`src/rtl/pong_engine.sv`:
```
// Pong game engine: ball motion, paddle control with boost, scoring and
// game-state sequencing. Every update is gated by the one-cycle frame tick.
module pong_engine #(
  parameter int FIELD_W     = 640,
  parameter int FIELD_H     = 480,
  parameter int WALL        = 8,
  parameter int BALL        = 16,
  parameter int PAD_LEN     = 112,
  parameter int BOOST_MAX   = 31,
  parameter int BOOST_DIV   = 8,
  parameter int SERVE_TICKS = 60,
  parameter int SCORE_W     = 4,
  parameter int WIN_SCORE   = 9,
  parameter int MODE        = 0
) (
  input  logic                       CLOCK_50,
  input  logic                       RESET,
  input  logic                       tick,
  input  logic                       btn_start,
  input  logic [1:0]                 btn_left,
  input  logic [1:0]                 btn_right,
  output logic [$clog2(FIELD_W)-1:0] ball_x,
  output logic [$clog2(FIELD_H)-1:0] ball_y,
  output logic [$clog2(FIELD_W)-1:0] pad0_x,
  output logic [$clog2(FIELD_W)-1:0] pad1_x,
  output logic [SCORE_W-1:0]         score0,
  output logic [SCORE_W-1:0]         score1,
  output logic [2:0]                 state,
  output logic                       over
);

  localparam int XW = $clog2(FIELD_W);
  localparam int YW = $clog2(FIELD_H);
  localparam int CW = ((XW > YW) ? XW : YW) + 2;
  localparam int BW = $clog2(BOOST_MAX + 1);
  localparam int DW = $clog2(BOOST_DIV + 1);
  localparam int SW = $clog2(SERVE_TICKS + 1);
  localparam logic TWO_P = (MODE == 1);

  localparam logic [XW-1:0] BALL_X0 = XW'(FIELD_W / 2 - BALL / 2);
  localparam logic [YW-1:0] BALL_Y0 = YW'(FIELD_H / 2 - BALL / 2);
  localparam logic [XW-1:0] PAD_X0  = XW'((FIELD_W - PAD_LEN) / 2);
  localparam logic [XW-1:0] PAD_MIN = XW'(WALL);
  localparam logic [XW-1:0] PAD_MAX = XW'(FIELD_W - WALL - PAD_LEN);
  localparam logic [XW-1:0] ONE_X   = XW'(1);
  localparam logic [YW-1:0] ONE_Y   = YW'(1);

  localparam logic [CW-1:0] C_WALL    = CW'(WALL);
  localparam logic [CW-1:0] C_BALL    = CW'(BALL);
  localparam logic [CW-1:0] C_RIGHT   = CW'(FIELD_W - WALL);
  localparam logic [CW-1:0] C_PAD_LEN = CW'(PAD_LEN);
  localparam logic [CW-1:0] C_BOT_ROW = CW'(FIELD_H - 16);
  localparam logic [CW-1:0] C_TOP_ROW = CW'(WALL + 8);
  localparam logic [CW-1:0] C_MISS_Y  = CW'(FIELD_H - BALL);

  localparam logic [BW-1:0]      BOOST_ONE  = BW'(1);
  localparam logic [BW-1:0]      BOOST_TOP  = BW'(BOOST_MAX);
  localparam logic [DW-1:0]      DIV_LAST   = DW'(BOOST_DIV - 1);
  localparam logic [DW-1:0]      DIV_ONE    = DW'(1);
  localparam logic [SW-1:0]      SERVE_LAST = SW'(SERVE_TICKS - 1);
  localparam logic [SW-1:0]      SERVE_ONE  = SW'(1);
  localparam logic [SCORE_W-1:0] SCORE_ONE  = SCORE_W'(1);
  localparam logic [SCORE_W-1:0] SCORE_WIN  = SCORE_W'(WIN_SCORE);

  typedef enum logic [2:0] {
    S_IDLE  = 3'd0,
    S_SERVE = 3'd1,
    S_PLAY  = 3'd2,
    S_MISS  = 3'd3,
    S_OVER  = 3'd4
  } state_t;

  state_t                 fsm;
  logic [1:0][XW-1:0]     pad;
  logic [1:0][BW-1:0]     boost;
  logic [1:0][DW-1:0]     div_cnt;
  logic                   dx_neg;
  logic                   dy_up;
  logic [SW-1:0]          serve_cnt;
  logic                   miss_top;

  logic [1:0]             one_btn;
  logic [1:0]             pad_moved;
  logic [1:0][XW-1:0]     pad_nx;
  logic [1:0][BW-1:0]     boost_nx;
  logic [1:0][DW-1:0]     div_nx;

  logic [CW-1:0]          bx_e;
  logic [CW-1:0]          by_e;
  logic [CW-1:0]          p0_e;
  logic [CW-1:0]          p1_e;
  logic                   hit0;
  logic                   hit1;
  logic                   miss_p1;
  logic                   miss_now;
  logic                   ndx_neg;
  logic                   ndy_up;
  logic [XW-1:0]          ball_x_nx;
  logic [YW-1:0]          ball_y_nx;
  logic [SCORE_W-1:0]     score0_inc;
  logic [SCORE_W-1:0]     score1_inc;

  assign pad0_x = pad[0];
  assign pad1_x = pad[1];
  assign state  = fsm;

  // Next paddle position and boost for each player; the second player only
  // responds in two-player mode, otherwise its paddle stays parked.
  always_comb begin
    one_btn   = '0;
    pad_moved = '0;
    pad_nx    = pad;
    boost_nx  = boost;
    div_nx    = div_cnt;
    for (int p = 0; p < 2; p++) begin
      one_btn[p] = ((p == 0) || TWO_P) && (btn_left[p] ^ btn_right[p]);
      if (one_btn[p] && btn_right[p]) begin
        if (pad[p] >= PAD_MAX - XW'(boost[p]))
          pad_nx[p] = PAD_MAX;
        else
          pad_nx[p] = pad[p] + XW'(boost[p]);
      end else if (one_btn[p]) begin
        if (pad[p] <= PAD_MIN + XW'(boost[p]))
          pad_nx[p] = PAD_MIN;
        else
          pad_nx[p] = pad[p] - XW'(boost[p]);
      end
      pad_moved[p] = (pad_nx[p] != pad[p]);
      if (one_btn[p]) begin
        if (div_cnt[p] == DIV_LAST) begin
          div_nx[p] = '0;
          if (boost[p] != BOOST_TOP)
            boost_nx[p] = boost[p] + BOOST_ONE;
        end else begin
          div_nx[p] = div_cnt[p] + DIV_ONE;
        end
      end else begin
        boost_nx[p] = BOOST_ONE;
        div_nx[p]   = '0;
      end
    end
  end

  // Ball collision and miss detection on the positions before this tick's
  // moves; walls are applied last so a paddle deflection cannot push the ball
  // out through a side wall.
  always_comb begin
    bx_e     = CW'(ball_x);
    by_e     = CW'(ball_y);
    p0_e     = CW'(pad[0]);
    p1_e     = CW'(pad[1]);
    hit0     = !dy_up && (by_e + C_BALL >= C_BOT_ROW) &&
               (bx_e + C_BALL > p0_e) && (bx_e < p0_e + C_PAD_LEN);
    hit1     = TWO_P && dy_up && (by_e <= C_TOP_ROW) &&
               (bx_e + C_BALL > p1_e) && (bx_e < p1_e + C_PAD_LEN);
    miss_p1  = TWO_P && dy_up && (by_e == '0);
    miss_now = !(hit0 || hit1) && ((by_e > C_MISS_Y) || miss_p1);
    ndx_neg  = dx_neg;
    ndy_up   = dy_up;
    if (hit0) begin
      ndy_up = 1'b1;
      if (pad_moved[0])
        ndx_neg = btn_left[0];
    end
    if (hit1) begin
      ndy_up = 1'b0;
      if (pad_moved[1])
        ndx_neg = btn_left[1];
    end
    if (!TWO_P && (by_e <= C_WALL))
      ndy_up = 1'b0;
    if (bx_e <= C_WALL)
      ndx_neg = 1'b0;
    if (bx_e + C_BALL >= C_RIGHT)
      ndx_neg = 1'b1;
    ball_x_nx  = ndx_neg ? (ball_x - ONE_X) : (ball_x + ONE_X);
    ball_y_nx  = ndy_up ? (ball_y - ONE_Y) : (ball_y + ONE_Y);
    score0_inc = (score0 == '1) ? score0 : (score0 + SCORE_ONE);
    score1_inc = (score1 == '1) ? score1 : (score1 + SCORE_ONE);
  end

  // Game state machine; all state advances on tick, and over is a
  // single-clock pulse raised on the edge that enters OVER.
  always_ff @(posedge CLOCK_50 or posedge RESET) begin
    if (RESET) begin
      fsm       <= S_IDLE;
      ball_x    <= BALL_X0;
      ball_y    <= BALL_Y0;
      pad[0]    <= PAD_X0;
      pad[1]    <= PAD_X0;
      boost     <= {2{BOOST_ONE}};
      div_cnt   <= '0;
      dx_neg    <= 1'b0;
      dy_up     <= 1'b0;
      serve_cnt <= '0;
      miss_top  <= 1'b0;
      score0    <= '0;
      score1    <= '0;
      over      <= 1'b0;
    end else begin
      over <= 1'b0;
      if (tick) begin
        case (fsm)
          S_IDLE: begin
            ball_x    <= BALL_X0;
            ball_y    <= BALL_Y0;
            pad[0]    <= PAD_X0;
            pad[1]    <= PAD_X0;
            boost     <= {2{BOOST_ONE}};
            div_cnt   <= '0;
            dx_neg    <= 1'b0;
            dy_up     <= 1'b0;
            serve_cnt <= '0;
            if (btn_start) begin
              fsm    <= S_SERVE;
              score0 <= '0;
              score1 <= '0;
            end
          end
          S_SERVE: begin
            ball_x <= BALL_X0;
            ball_y <= BALL_Y0;
            if (serve_cnt == SERVE_LAST) begin
              serve_cnt <= '0;
              fsm       <= S_PLAY;
            end else begin
              serve_cnt <= serve_cnt + SERVE_ONE;
            end
          end
          S_PLAY: begin
            pad     <= pad_nx;
            boost   <= boost_nx;
            div_cnt <= div_nx;
            if (miss_now) begin
              fsm      <= S_MISS;
              miss_top <= miss_p1;
            end else begin
              ball_x <= ball_x_nx;
              ball_y <= ball_y_nx;
              dx_neg <= ndx_neg;
              dy_up  <= ndy_up;
              if (!TWO_P && hit0)
                score0 <= score0_inc;
            end
          end
          S_MISS: begin
            if (!TWO_P) begin
              fsm  <= S_OVER;
              over <= 1'b1;
            end else begin
              if (miss_top)
                score0 <= score0_inc;
              else
                score1 <= score1_inc;
              if ((miss_top ? score0_inc : score1_inc) == SCORE_WIN) begin
                fsm  <= S_OVER;
                over <= 1'b1;
              end else begin
                fsm       <= S_SERVE;
                ball_x    <= BALL_X0;
                ball_y    <= BALL_Y0;
                boost     <= {2{BOOST_ONE}};
                div_cnt   <= '0;
                serve_cnt <= '0;
                dx_neg    <= 1'b0;
                dy_up     <= miss_top;
              end
            end
          end
          S_OVER: begin
            if (btn_start) begin
              fsm     <= S_IDLE;
              ball_x  <= BALL_X0;
              ball_y  <= BALL_Y0;
              pad[0]  <= PAD_X0;
              pad[1]  <= PAD_X0;
              boost   <= {2{BOOST_ONE}};
              div_cnt <= '0;
            end
          end
          default: fsm <= S_IDLE;
        endcase
      end
    end
  end

endmodule

```
`config.mk`:
```
export PLATFORM = sky130hd
export DESIGN_NAME = pong_engine
export DESIGN_NICKNAME = d
export VERILOG_FILES = /design/src/rtl/pong_engine.sv
export SDC_FILE = /design/constraint.sdc
export NUM_CORES = 1
export LEC_CHECK = 0
export BUFFER_PORTS_ARGS = -buffer_cell sky130_fd_sc_hd__buf_2
export CELL_PAD_IN_SITES_DETAIL_PLACEMENT = 0
export CELL_PAD_IN_SITES_GLOBAL_PLACEMENT = 1
export CORE_MARGIN = 4
export CORE_UTILIZATION = 30
export CTS_CLUSTER_DIAMETER = 200
export CTS_CLUSTER_SIZE = 28
export DETAILED_ROUTE_END_ITERATION = 8
export PLACE_DENSITY_LB_ADDON = 0.2
export SYNTH_ARGS = -nofsm -noshare
export SYNTH_HDL_FRONTEND = slang
export SYNTH_SLANG_ARGS = --single-unit
```
`constraint.sdc`:
```
create_clock -name CLOCK_50 -period 7.03 [get_ports CLOCK_50]
set_input_delay 1.406 -clock CLOCK_50 [delete_from_list [all_inputs] [get_ports CLOCK_50]]
set_output_delay 1.406 -clock CLOCK_50 [all_outputs]
set_load 0.02 [all_outputs]
```
==> results.yml <==
logic_synthesis:
  synth_edf_count: 0
  yosysTopAreaCellShare_pct: 20.5
  yosysUniqueCellTypes: 66
  ys_warn_count: 0
  synth-seq-area-share_pct: 26.5
  syn_inst: 629
  synth_top_area_cell: "dfrtp_1"
  syn_area_per_cell_sq_um: 8.33
  synthArstFlopShare_pct: 100
  ys_ff_latch: 55
  synthTopCellsByArea: "dfrtp_1 21%, ha_1 16%, dfstp_2 6.0%, o21ai_0 4.6%, nor2_1 4.2%"
  synth.cell_area_sq_um: 5240
  synthFlopType: "dfrtp_1"
outcome:
  outcome: "complete, no violations"
timing:
  fin_crit_ns: 6.47
  finalSetupTns_ns: 0
  timing.final.max_slew_violations: 0
  worst_pin_slew_ns: 0.955
  fin_crit_sh_pct: 92.0
  setup_viol: 0
  skew_ns: 0.00779
  slew_headroom_pct: 36.1
  hold_violations: 0
  whs_ns: 0.515
  fmax_ghz: 0.155
  rsz0062_at_grt: "false"
clocking:
  cts.clk_slew.worst_paths_ns: 0.08
  cts_setup_buffers: 0
  cts_buffer_depth: 2
  cts-root-buf: "clkbuf_16"
  worstSkewPairLatency_ns: 0.31
  cts_hold_buffers: 0
  tritoncts: "done"
  clock-sinks: 55
  cts_buffers: 5
  ctsResizeCount: 0
  htree_num_levels: 2
pwr:
  power_density_nw_per_um2: 142
  swShare_pct: 33.7
  pwr-share-seq_pct: 44.3
  vdd_ir_drop_max_v: 0.0000807
  pwr-share-clk_pct: 33.2
  fin_total_pwr_mw: 0.825
  p_int_mw: 0.547
  p_leak_nw: 2.73
  p_switching_mw: 0.278
  comb_power_share_pct: 22.5
hold_path:
  hold_depth: 2
  hold_path.class: "flip-flop to flip-flop"
place:
  io_buffer_count: 44
  gp_congestion: 0.850
  dpl.hpwl_um: 11700
  place_inst: 884
routing:
  drtAntennaViolNets: 0
  vias: 4675
  routed_wirelength_um: 15000
  drcViolationCount: 0
  viasPerCell: 5.24
  post_drt_wl_per_cell_um: 16.9
  drtPass1Iterations: 4
  drtIter0Drc: 252
worst_setup_path:
  cp-end-kind: "flip-flop"
  cp.required_ns: 7.27
  crit_type: "flip-flop to flip-flop"
  reg2reg_depth: 25
  cp_max_fo: 7
  critPathLaunchType: "flip-flop"
  cp.arrival_ns: 6.71
cells_and_area:
  fin_util_pct: 33.7
  final_common_cell: "ha_1"
  fillers: 1815
  diodes: 0
  stdcell_count: 892
  layout.nets: 745
  final_cell_mix: "67 x ha_1, 59 x nor2_1, 58 x nand2_1, 47 x o21ai_0, 44 x buf_2"
  drive_gt1_share_pct: 12.6
  area_delta_synth_final_pct: 10.6
die:
  core.rowCount: 48
  dieArea_sq_um: 19700
  ios: 59
  die_y_um: 140
  start_util_pct: 30.4
  die_x_um: 140
  core_region_area_sq_um: 17200
global_route:
  grt_pass1_vias: 4761
  grt_overflow: 0
  grt_usage_pct: 15.6
  antenna_found_initial: 0
  grt_pass1_wl_um: 24900
  grt_max_degree: 56
run:
  maxCapViolations: 0
-- Yosys cell counts (all sizes together) (13+ instances only) --
cell and instances:
nand2 58, nand3 18, dfrtp 43, clkbuf 14, ha 67, o21ai 48
nor3 13, nor2 59, inv 38, a21oi 35, xnor2 22, buf 19
-- registers in the layout, summed over array words and instances, names as in the netlist, 3 cells and up --
signal     count
ball_x        10
pad0_x        10
ball_y         9
serve_cnt      6
boost          5
div_cnt        4
score0         4
state          3
-- logic make-up (layout without fill, tap and decap cells) --
family,Yosys count,count (layout),share of synthesized area (%)
simple gates,209,209,19.6
compound gates,187,187,23.7
fa+ha+maj,71,71,17.5
buf+inv,71,98,6.56
flops,55,55,26.5
xor+xnor,30,30,5.01
mux,5,5,0.955
other cells,1,12,0.0715
-- critical path, stage by stage (launching register included) --
cell      delay, ns
dfrtp_1        0.53
inv_1          0.16
ha_1           0.26
a21o_1         0.20
ha_1           0.26
inv_1          0.04
ha_1           0.30
a41oi_1        0.10
a211oi_1       0.67
nor2_1         0.17
a221oi_1       0.45
xnor2_1        0.14
or4_4          0.56
or4_4          0.55
nand3_2        0.16
ha_1           0.25
a21o_1         0.17
a21oi_1        0.21
o21bai_1       0.09
a21oi_1        0.22
o21bai_1       0.09
a21oi_1        0.23
o21ai_0        0.15
xnor2_1        0.20
a21oi_1        0.09
o22ai_1        0.15
-- path summary, 6_finish.rpt --
path	startpoint	end	slack, ns
worst max-delay path	boost[1]	ball_x[9]	0.56
worst min-delay path	dy_up	dy_up	0.51
worst max register to register	boost[1]	ball_x[9]	0.56
worst min register to register	dy_up	dy_up	0.51
max in group asynchronous	RESET	pad0_x[7]	5.22
min in group asynchronous	RESET	over	1.29
-- metal layers --
metal  GRT usage, %  share of wire [%]  vias to the layer above  wire length (um)
li1               -                  -                     2345                 -
met2           24.9                 46                       86              6890
met3           2.66                3.9                       16               582
met5              0                  0                        -                 0
met4           4.59                1.7                        0               259
met1           21.6                 49                     2228              7320
-- per-stage QoR --
step,area [sq um],worst slack [ns]
2_1_floorplan,5280,0.894
3_3_place_gp,5650,0.413
3_5_place_dp,5650,0.443
4_1_cts,5800,0.553
5_1_grt,5800,0.123
6_report,5800,0.561
-- cell type report --
cell class,count,area (sq um),area share (%)
well taps,225,282,4.85
flip-flops and latches,55,1390,24.0
multi-input cells,514,3550,61.2
clock inverters,2,13.8,0.237
clock buffers,6,139,2.39
repair buffers,52,280,4.83
inverters,38,143,2.46
-- power by group through the flow --
stage,registers (mW),logic (mW),clock network [mW]
2_1_floorplan,0.365,0.145,0
3_3_place_gp,0.371,0.186,0
3_5_place_dp,0.372,0.187,0
4_1_cts,0.366,0.188,0.287
5_1_grt,0.371,0.211,0.294
6_report,0.365,0.186,0.274
Power figures use the tool's default switching activity.
